$ cat src/rtl/tx_block_serializer_if.sv
// -----------------------------------------------------------------------------
// tx_block_serializer_if
//   Bundles the block-write side, the UART handshake and the status flags of
//   tx_block_serializer.
//
//   master : block producer / UART side (drives writes, byte order, abort,
//            UART busy; observes bytes and status)
//   slave  : the serializer itself
//
//   blk_wr_en, blk_data, lsb_first      block push and its byte order
//   abort                               drop the block currently in flight
//   tx_active                           UART transmitter busy
//   tx_byte_out, tx_drive               byte and one-cycle start pulse to UART
//   blk_full, blk_almost_full,
//   blk_count, overflow                 FIFO status
//   busy, blk_done                      serializer status
// -----------------------------------------------------------------------------
interface tx_block_serializer_if #(
    parameter int BLOCK_BYTES = 16,
    parameter int FIFO_DEPTH  = 4
);
    logic                               blk_wr_en;
    logic [8*BLOCK_BYTES-1:0]           blk_data;
    logic                               lsb_first;
    logic                               abort;
    logic                               tx_active;
    logic [7:0]                         tx_byte_out;
    logic                               tx_drive;
    logic                               blk_full;
    logic                               blk_almost_full;
    logic [$clog2(FIFO_DEPTH+1)-1:0]    blk_count;
    logic                               overflow;
    logic                               busy;
    logic                               blk_done;

    modport master (
        output blk_wr_en, blk_data, lsb_first, abort, tx_active,
        input  tx_byte_out, tx_drive, blk_full, blk_almost_full, blk_count,
               overflow, busy, blk_done
    );

    modport slave (
        input  blk_wr_en, blk_data, lsb_first, abort, tx_active,
        output tx_byte_out, tx_drive, blk_full, blk_almost_full, blk_count,
               overflow, busy, blk_done
    );
endinterface

$ cat src/rtl/tx_block_serializer.sv
// -----------------------------------------------------------------------------
// tx_block_serializer
//   Queues whole ciphertext blocks (BLOCK_BYTES bytes each) in a FIFO of
//   FIFO_DEPTH entries and hands them byte by byte to a UART transmitter
//   using a WAIT/SEND/GAP handshake against tx_active.
//
//   Parameters : BLOCK_BYTES (>=2), FIFO_DEPTH (power of two, >=2),
//                AF_LEVEL (blk_almost_full threshold, 1..FIFO_DEPTH)
//   Ports      : clk    single clock, rising edge
//                reset  synchronous, active-high; clears FIFO, FSM, outputs
//                bus    tx_block_serializer_if.slave (writes, UART, status)
//   Option     : define TX_SER_CHECKSUM_EN to append an XOR checksum byte
//                of all data bytes after each block; blk_done then pulses
//                on the checksum byte.
// -----------------------------------------------------------------------------
module tx_block_serializer #(
    parameter int BLOCK_BYTES = 16,
    parameter int FIFO_DEPTH  = 4,
    parameter int AF_LEVEL    = FIFO_DEPTH - 1
) (
    input  logic                        clk,
    input  logic                        reset,
    tx_block_serializer_if.slave        bus
);
    localparam int DW = 8 * BLOCK_BYTES;
    localparam int PW = $clog2(FIFO_DEPTH);
    localparam int CW = $clog2(FIFO_DEPTH + 1);
    localparam int IW = $clog2(BLOCK_BYTES + 1);
`ifdef TX_SER_CHECKSUM_EN
    localparam int NUM_BYTES = BLOCK_BYTES + 1;
`else
    localparam int NUM_BYTES = BLOCK_BYTES;
`endif

    typedef enum logic [2:0] {
        S_IDLE,
        S_LOAD,
        S_WAIT,
        S_SEND,
        S_GAP
    } state_t;

    state_t             state_reg, state_next;

    logic [DW-1:0]      mem [FIFO_DEPTH];
    logic [DW-1:0]      head_reg;
    logic [PW-1:0]      wr_ptr_reg, rd_ptr_reg;
    logic [CW-1:0]      count_reg;
    logic               overflow_reg;
    logic [DW-1:0]      shift_reg;
    logic [IW-1:0]      idx_reg;
`ifdef TX_SER_CHECKSUM_EN
    logic [7:0]         csum_reg;
`endif

    logic               full;
    logic               push;
    logic               pop;
    logic               last_byte;
    logic               tx_drive_c;
    logic               blk_done_c;
    logic [DW-1:0]      head_ordered;

    assign full      = (count_reg == CW'(FIFO_DEPTH));
    assign push      = bus.blk_wr_en && !full;
    assign last_byte = (idx_reg == IW'(NUM_BYTES - 1));

    // The byte order is resolved once, at LOAD: the block is rearranged so
    // that byte 0 sits in the low byte of the shift register. Later changes
    // on lsb_first therefore cannot affect a block in flight.
    for (genvar gi = 0; gi < BLOCK_BYTES; gi++) begin : g_order
        assign head_ordered[8*gi +: 8] = bus.lsb_first
                                       ? head_reg[8*gi +: 8]
                                       : head_reg[8*(BLOCK_BYTES-1-gi) +: 8];
    end

    // Block storage with a registered read of the head entry. The head slot
    // is always written at least one edge before LOAD can use it, because
    // LOAD is entered only from IDLE after blk_count was seen non-zero.
    always_ff @(posedge clk) begin
        if (push) begin
            mem[wr_ptr_reg] <= bus.blk_data;
        end
        head_reg <= mem[rd_ptr_reg];
    end

    always_ff @(posedge clk) begin
        if (reset) begin
            state_reg    <= S_IDLE;
            wr_ptr_reg   <= '0;
            rd_ptr_reg   <= '0;
            count_reg    <= '0;
            overflow_reg <= 1'b0;
            shift_reg    <= '0;
            idx_reg      <= '0;
`ifdef TX_SER_CHECKSUM_EN
            csum_reg     <= 8'h00;
`endif
        end else begin
            state_reg <= state_next;

            if (push) begin
                wr_ptr_reg <= wr_ptr_reg + 1'b1;
            end
            if (pop) begin
                rd_ptr_reg <= rd_ptr_reg + 1'b1;
            end
            case ({push, pop})
                2'b10:   count_reg <= count_reg + 1'b1;
                2'b01:   count_reg <= count_reg - 1'b1;
                default: count_reg <= count_reg;
            endcase
            // A write against a full FIFO is lost even if a pop frees a
            // slot at the same edge.
            if (bus.blk_wr_en && full) begin
                overflow_reg <= 1'b1;
            end

            case (state_reg)
                S_LOAD: begin
                    shift_reg <= head_ordered;
                    idx_reg   <= '0;
`ifdef TX_SER_CHECKSUM_EN
                    csum_reg  <= 8'h00;
`endif
                end
                S_SEND: begin
                    shift_reg <= {8'h00, shift_reg[DW-1:8]};
                    idx_reg   <= (last_byte || bus.abort) ? '0 : idx_reg + 1'b1;
`ifdef TX_SER_CHECKSUM_EN
                    csum_reg  <= csum_reg ^ shift_reg[7:0];
                    // After the last data byte, the checksum (including that
                    // byte) becomes the next byte presented to the UART.
                    if (idx_reg == IW'(BLOCK_BYTES - 1)) begin
                        shift_reg <= {{(DW-8){1'b0}}, csum_reg ^ shift_reg[7:0]};
                    end
`endif
                end
                S_WAIT, S_GAP: begin
                    if (bus.abort) begin
                        idx_reg <= '0;
                    end
                end
                default: begin
                end
            endcase
        end
    end

    always_comb begin
        state_next = state_reg;
        pop        = 1'b0;
        tx_drive_c = 1'b0;
        blk_done_c = 1'b0;
        case (state_reg)
            S_IDLE: begin
                if (count_reg != '0) begin
                    state_next = S_LOAD;
                end
            end
            S_LOAD: begin
                pop        = 1'b1;
                state_next = bus.abort ? S_IDLE : S_WAIT;
            end
            S_WAIT: begin
                if (bus.abort) begin
                    state_next = S_IDLE;
                end else if (!bus.tx_active) begin
                    state_next = S_SEND;
                end
            end
            S_SEND: begin
                // The start pulse still goes out on an aborted SEND; only
                // the completion pulse is suppressed.
                tx_drive_c = 1'b1;
                if (bus.abort) begin
                    state_next = S_IDLE;
                end else if (last_byte) begin
                    blk_done_c = 1'b1;
                    state_next = S_IDLE;
                end else begin
                    state_next = S_GAP;
                end
            end
            S_GAP: begin
                state_next = bus.abort ? S_IDLE : S_WAIT;
            end
            default: begin
                state_next = S_IDLE;
            end
        endcase
    end

    assign bus.tx_byte_out     = shift_reg[7:0];
    assign bus.tx_drive        = tx_drive_c;
    assign bus.blk_done        = blk_done_c;
    assign bus.busy            = (state_reg != S_IDLE);
    assign bus.blk_full        = full;
    assign bus.blk_almost_full = (count_reg >= CW'(AF_LEVEL));
    assign bus.blk_count       = count_reg;
    assign bus.overflow        = overflow_reg;
endmodule

$ cat src/flat_wrapper.sv
// flat-port wrapper written by rule: the top's interface ports become plain ports
module tx_block_serializer_flat 
#(
    parameter int BLOCK_BYTES = 16,
    parameter int FIFO_DEPTH  = 4,
    parameter int AF_LEVEL    = FIFO_DEPTH - 1
)
  (clk, reset, bus_blk_wr_en, bus_blk_data, bus_lsb_first, bus_abort, bus_tx_active, bus_tx_byte_out, bus_tx_drive, bus_blk_full, bus_blk_almost_full, bus_blk_count, bus_overflow, bus_busy, bus_blk_done);
  tx_block_serializer_if #(.BLOCK_BYTES(BLOCK_BYTES), .FIFO_DEPTH(FIFO_DEPTH)) bus_i ();
  input  logic clk;
  input  logic reset;
  input wire logic [$bits(bus_i.blk_wr_en)-1:0] bus_blk_wr_en;
  input wire logic [$bits(bus_i.blk_data)-1:0] bus_blk_data;
  input wire logic [$bits(bus_i.lsb_first)-1:0] bus_lsb_first;
  input wire logic [$bits(bus_i.abort)-1:0] bus_abort;
  input wire logic [$bits(bus_i.tx_active)-1:0] bus_tx_active;
  output wire logic [$bits(bus_i.tx_byte_out)-1:0] bus_tx_byte_out;
  output wire logic [$bits(bus_i.tx_drive)-1:0] bus_tx_drive;
  output wire logic [$bits(bus_i.blk_full)-1:0] bus_blk_full;
  output wire logic [$bits(bus_i.blk_almost_full)-1:0] bus_blk_almost_full;
  output wire logic [$bits(bus_i.blk_count)-1:0] bus_blk_count;
  output wire logic [$bits(bus_i.overflow)-1:0] bus_overflow;
  output wire logic [$bits(bus_i.busy)-1:0] bus_busy;
  output wire logic [$bits(bus_i.blk_done)-1:0] bus_blk_done;
  assign bus_i.blk_wr_en = bus_blk_wr_en;
  assign bus_i.blk_data = bus_blk_data;
  assign bus_i.lsb_first = bus_lsb_first;
  assign bus_i.abort = bus_abort;
  assign bus_i.tx_active = bus_tx_active;
  assign bus_tx_byte_out = bus_i.tx_byte_out;
  assign bus_tx_drive = bus_i.tx_drive;
  assign bus_blk_full = bus_i.blk_full;
  assign bus_blk_almost_full = bus_i.blk_almost_full;
  assign bus_blk_count = bus_i.blk_count;
  assign bus_overflow = bus_i.overflow;
  assign bus_busy = bus_i.busy;
  assign bus_blk_done = bus_i.blk_done;
  tx_block_serializer #(.BLOCK_BYTES(BLOCK_BYTES), .FIFO_DEPTH(FIFO_DEPTH), .AF_LEVEL(AF_LEVEL)) u_core (.clk(clk), .reset(reset), .bus(bus_i));
endmodule
$ cat config.mk
export PLATFORM = sky130hd
export DESIGN_NAME = tx_block_serializer_flat
export DESIGN_NICKNAME = d
export VERILOG_FILES = /design/src/rtl/tx_block_serializer_if.sv /design/src/rtl/tx_block_serializer.sv /design/src/flat_wrapper.sv
export SDC_FILE = /design/constraint.sdc
export NUM_CORES = 1
export LEC_CHECK = 0
export CELL_PAD_IN_SITES_DETAIL_PLACEMENT = 1
export CELL_PAD_IN_SITES_GLOBAL_PLACEMENT = 1
export CORE_AREA = 3 3 260 262
export DETAILED_ROUTE_END_ITERATION = 6
export DIE_AREA = 0 0 263 265
export PLACE_DENSITY_LB_ADDON = 0.15
export SETUP_SLACK_MARGIN = 0.5
export SYNTH_ARGS = -nofsm -noshare
export SYNTH_HDL_FRONTEND = slang
export SYNTH_SLANG_ARGS = --single-unit
$ cat constraint.sdc
create_clock -name clk -period 6.9 [get_ports clk]
set_input_delay 2.07 -clock clk [delete_from_list [all_inputs] [get_ports clk]]
set_output_delay 2.07 -clock clk [all_outputs]
set_load 0.02 [all_outputs]
==> impl_results.md <==
* Clock tree root driver cell: sky130_fd_sc_hd__clkbuf_16
* Core Box Area at 65,600 um2
* Max reg flops at 512
* DRC violation count after routing at 0
* Number of I/O pins at 151
* Library cells used by synthesis at 40
* Synth warnings at 0
* Type of the worst setup path: in2out
* Largest net degree at the start of global routing at 244
* Syn Nets at 1,878
* DRT Pass-1 Iters at 5
* Area enclosed by the die boundary at 69,700 um2
* Standard-cell rows at 94
* Worst Tran Pin Value at 1.22 ns
* Hold Vio Cnt, Final at 0
* Vias in the first global route at 16,100
* Inst Count DP at 2,645
* Global-route wire length before repair at 98.1 mm
* Number of nets in the layout at 2,006
* Max transition margin at 19.0%
* Worst Path Arrival at 3.43 ns
* Critical Path Start Type: input port
* Clock tree from TritonCTS: done
* Num CTS Buffers at 81
* Post-layout minimum cycle time at 5.50 ns
* Port Buf Inserts at 150
* Post-Synthesis Cell Area at 29,300 um2
* Highest achievable clock rate at 0.182 GHz
* RSZ-0062 raised after global routing: no
* Element type at the critical path end: output pin
* Final total negative setup slack at 0 ns
* Post-Route Utilization at 51.6%
* Register area share after synthesis at 71.1%
* Register bit total from synthesis at 784
* Initial core utilization at 44.6%
* Post-Layout Cell Count at 2,798
* Layout-stage area growth over the synthesis result at 15.7%
* CTS H-Tree Depth at 3
* Die height at 265 um
* Post-CTS repair timing setup buffer count at 0
* Maximum root-to-sink buffer count at 3
* Clock-pin slew of the registers on the worst-case setup and hold paths at 0.06 ns
* Data required time at the worst endpoint at 4.83 ns
* Aggregate global-route resource usage at 18.3%
* Total overflow reported by the global router at 0
* Total power density per cell area at 383 nW/um2
* Share of cells above drive strength 1 at 20.8%
* CP Max Fanout at 6
* Final ANT Viol Nets at 0
* EDFF count, synth at 512
* Maximum resistive drop on vdd at 221 uV
* Worst-skew pair later-pin latency at 0.63 ns
* Cell leakage power at 10.8 nW
* Via density per instance at 5.42
* WL per Instance at 22.7 um
* Post-Synthesis Cells at 1,736
* Worst-case clock skew at 0.0215 ns
* Routability-driven placement congestion ratio at 0.708
* Max_cap viols at 0
* Hpwl dp at 36.7 mm
* Mean instance size in the synthesized netlist at 16.9 um2
* Number of slew-limit violations in the final report at 0
* Final worst path period share at 79.8%
* Leading register cell type out of synthesis: sky130_fd_sc_hd__edfxtp_1
* Total via count after detailed routing at 15,200
* Class of the most critical hold timing path: reg2reg
* Horiz. Die Dim at 263 um
* FFs w/ async S/R, synth at 0%
* Cts-stage hold buffer count at 0
* Result of the run: finished clean
* Sink count of the clock tree at 784
* Antenna violations before repair at 4
* DRC violation total after the first TritonRoute iteration at 1,103
* Post-Route WL at 63.6 mm
* Final-report setup violation count at 0
* Resized Gates After CTS at 0
cell usage after synthesis, types with 2 or more instances:
library cell,n,area share (%)
sky130_fd_sc_hd__edfxtp_1,512,53
sky130_fd_sc_hd__dfxtp_1,272,19
sky130_fd_sc_hd__mux2_2,129,5.0
sky130_fd_sc_hd__mux4_2,128,9.8
sky130_fd_sc_hd__a21oi_1,125,2.1
sky130_fd_sc_hd__nand2b_1,121,2.6
sky130_fd_sc_hd__nand2_1,120,1.5
sky130_fd_sc_hd__o211ai_1,120,3.1
sky130_fd_sc_hd__buf_2,46,0.79
sky130_fd_sc_hd__clkbuf_1,28,0.36
sky130_fd_sc_hd__buf_4,27,0.69
sky130_fd_sc_hd__buf_6,22,0.85
sky130_fd_sc_hd__nor2_1,15,0.19
sky130_fd_sc_hd__inv_1,11,0.14
sky130_fd_sc_hd__a22oi_1,8,0.21
sky130_fd_sc_hd__ha_1,7,0.30
sky130_fd_sc_hd__and3_1,5,0.11
sky130_fd_sc_hd__o21ai_0,5,0.085
sky130_fd_sc_hd__a22o_1,3,0.090
sky130_fd_sc_hd__nand3_1,3,0.051
sky130_fd_sc_hd__xnor2_1,3,0.090
sky130_fd_sc_hd__xor2_1,3,0.090
sky130_fd_sc_hd__a21o_1,2,0.051
sky130_fd_sc_hd__and4bb_2,2,0.085
sky130_fd_sc_hd__nor2b_1,2,0.043
sky130_fd_sc_hd__nor3_1,2,0.034
sky130_fd_sc_hd__or3_1,2,0.043
layout make-up:
| class | instances | area (um2) |
|---|---|---|
| Fill cell | 6155 | 31800 |
| Sequential cell | 784 | 20800 |
| Multi-Input combinational cell | 817 | 7650 |
| Clock buffer | 120 | 2250 |
| Timing Repair Buffer | 168 | 1710 |
| Tap cell | 864 | 1080 |
| Clock inverter | 32 | 302 |
| Inverter | 12 | 45.0 |
| Antenna cell | 1 | 2.50 |
per-stage QoR:
step	hold slack (ns)	cell area (um2)	worst slack (ns)	power (mW)
3_3_place_gp	0.436	31300	1.43	8.83
6_report	0.446	33900	1.40	13.0
5_1_grt	0.463	33900	1.28	13.6
4_1_cts	0.450	33900	1.39	13.2
2_1_floorplan	0.431	29300	1.35	8.14
3_5_place_dp	0.442	31300	1.40	8.91
cells by family (layout without fill, tap and decap cells):
kind of cell	after synthesis	count (layout)	share of synthesized area (%)
mux	257	257	14.8
xor+xnor	6	6	0.180
other cells	0	1	0
simple gates	280	280	4.93
buf+inv	135	332	2.84
flops	784	784	71.1
fa+ha+maj	8	8	0.368
compound gates	266	266	5.75
power breakdown:
part / internal, mW / switching [mW] / leakage, nW
clock: 2.43 / 1.78 / 1.25
combinational: 1.23 / 1.26 / 2.61
sequential: 5.83 / 0.443 / 6.96
layout by cell type (no fill, tap or decap), drive strengths merged, types with 3 or more instances in the layout:
cell type	netlist	routed
xnor2	3	3
o21ai	5	5
o211ai	120	120
nand3	3	3
a21oi	125	125
xor2	3	3
a22oi	8	8
nand2b	121	121
and3	5	5
edfxtp	512	512
mux4	128	128
inv	12	16
buf	95	20
clkinv	0	24
mux2	129	129
dfxtp	272	272
a22o	3	3
nor2	15	15
clkbuf	28	120
bufinv	0	4
ha	7	7
clkdlybuf4s50	0	148
nand2	120	120
final timing paths:
check	start	to	slack [ns]	depth (start not counted)
worst min register to register	u_core.shift_reg[70]$_SDFFE_PP0P_	u_core.shift_reg[70]$_SDFFE_PP0P_	0.45	2
worst max register to register	u_core.state_reg[0]$_SDFFE_PP0P_	u_core.shift_reg[62]$_SDFFE_PP0P_	4.13	4
worst max-delay path	bus_abort	bus_blk_done	1.40	3
worst min-delay path	u_core.shift_reg[70]$_SDFFE_PP0P_	u_core.shift_reg[70]$_SDFFE_PP0P_	0.45	2
critical path: stages:
cell and delay, ns:
sky130_fd_sc_hd__clkdlybuf4s50_1 0.51, sky130_fd_sc_hd__nor3b_1 0.22, sky130_fd_sc_hd__clkdlybuf4s50_1 0.63
routing by layer:
metal / track usage, % / share of wire [%] / vias up
met5: 0 / 0 / -
li1: - / - / 6920
met3: 2.86 / 4.0 / 88
met4: 5.19 / 2.0 / 0
met1: 26.3 / 46 / 7872
met2: 29.1 / 48 / 278
No activity file was read; power rests on OpenSTA's default activity.
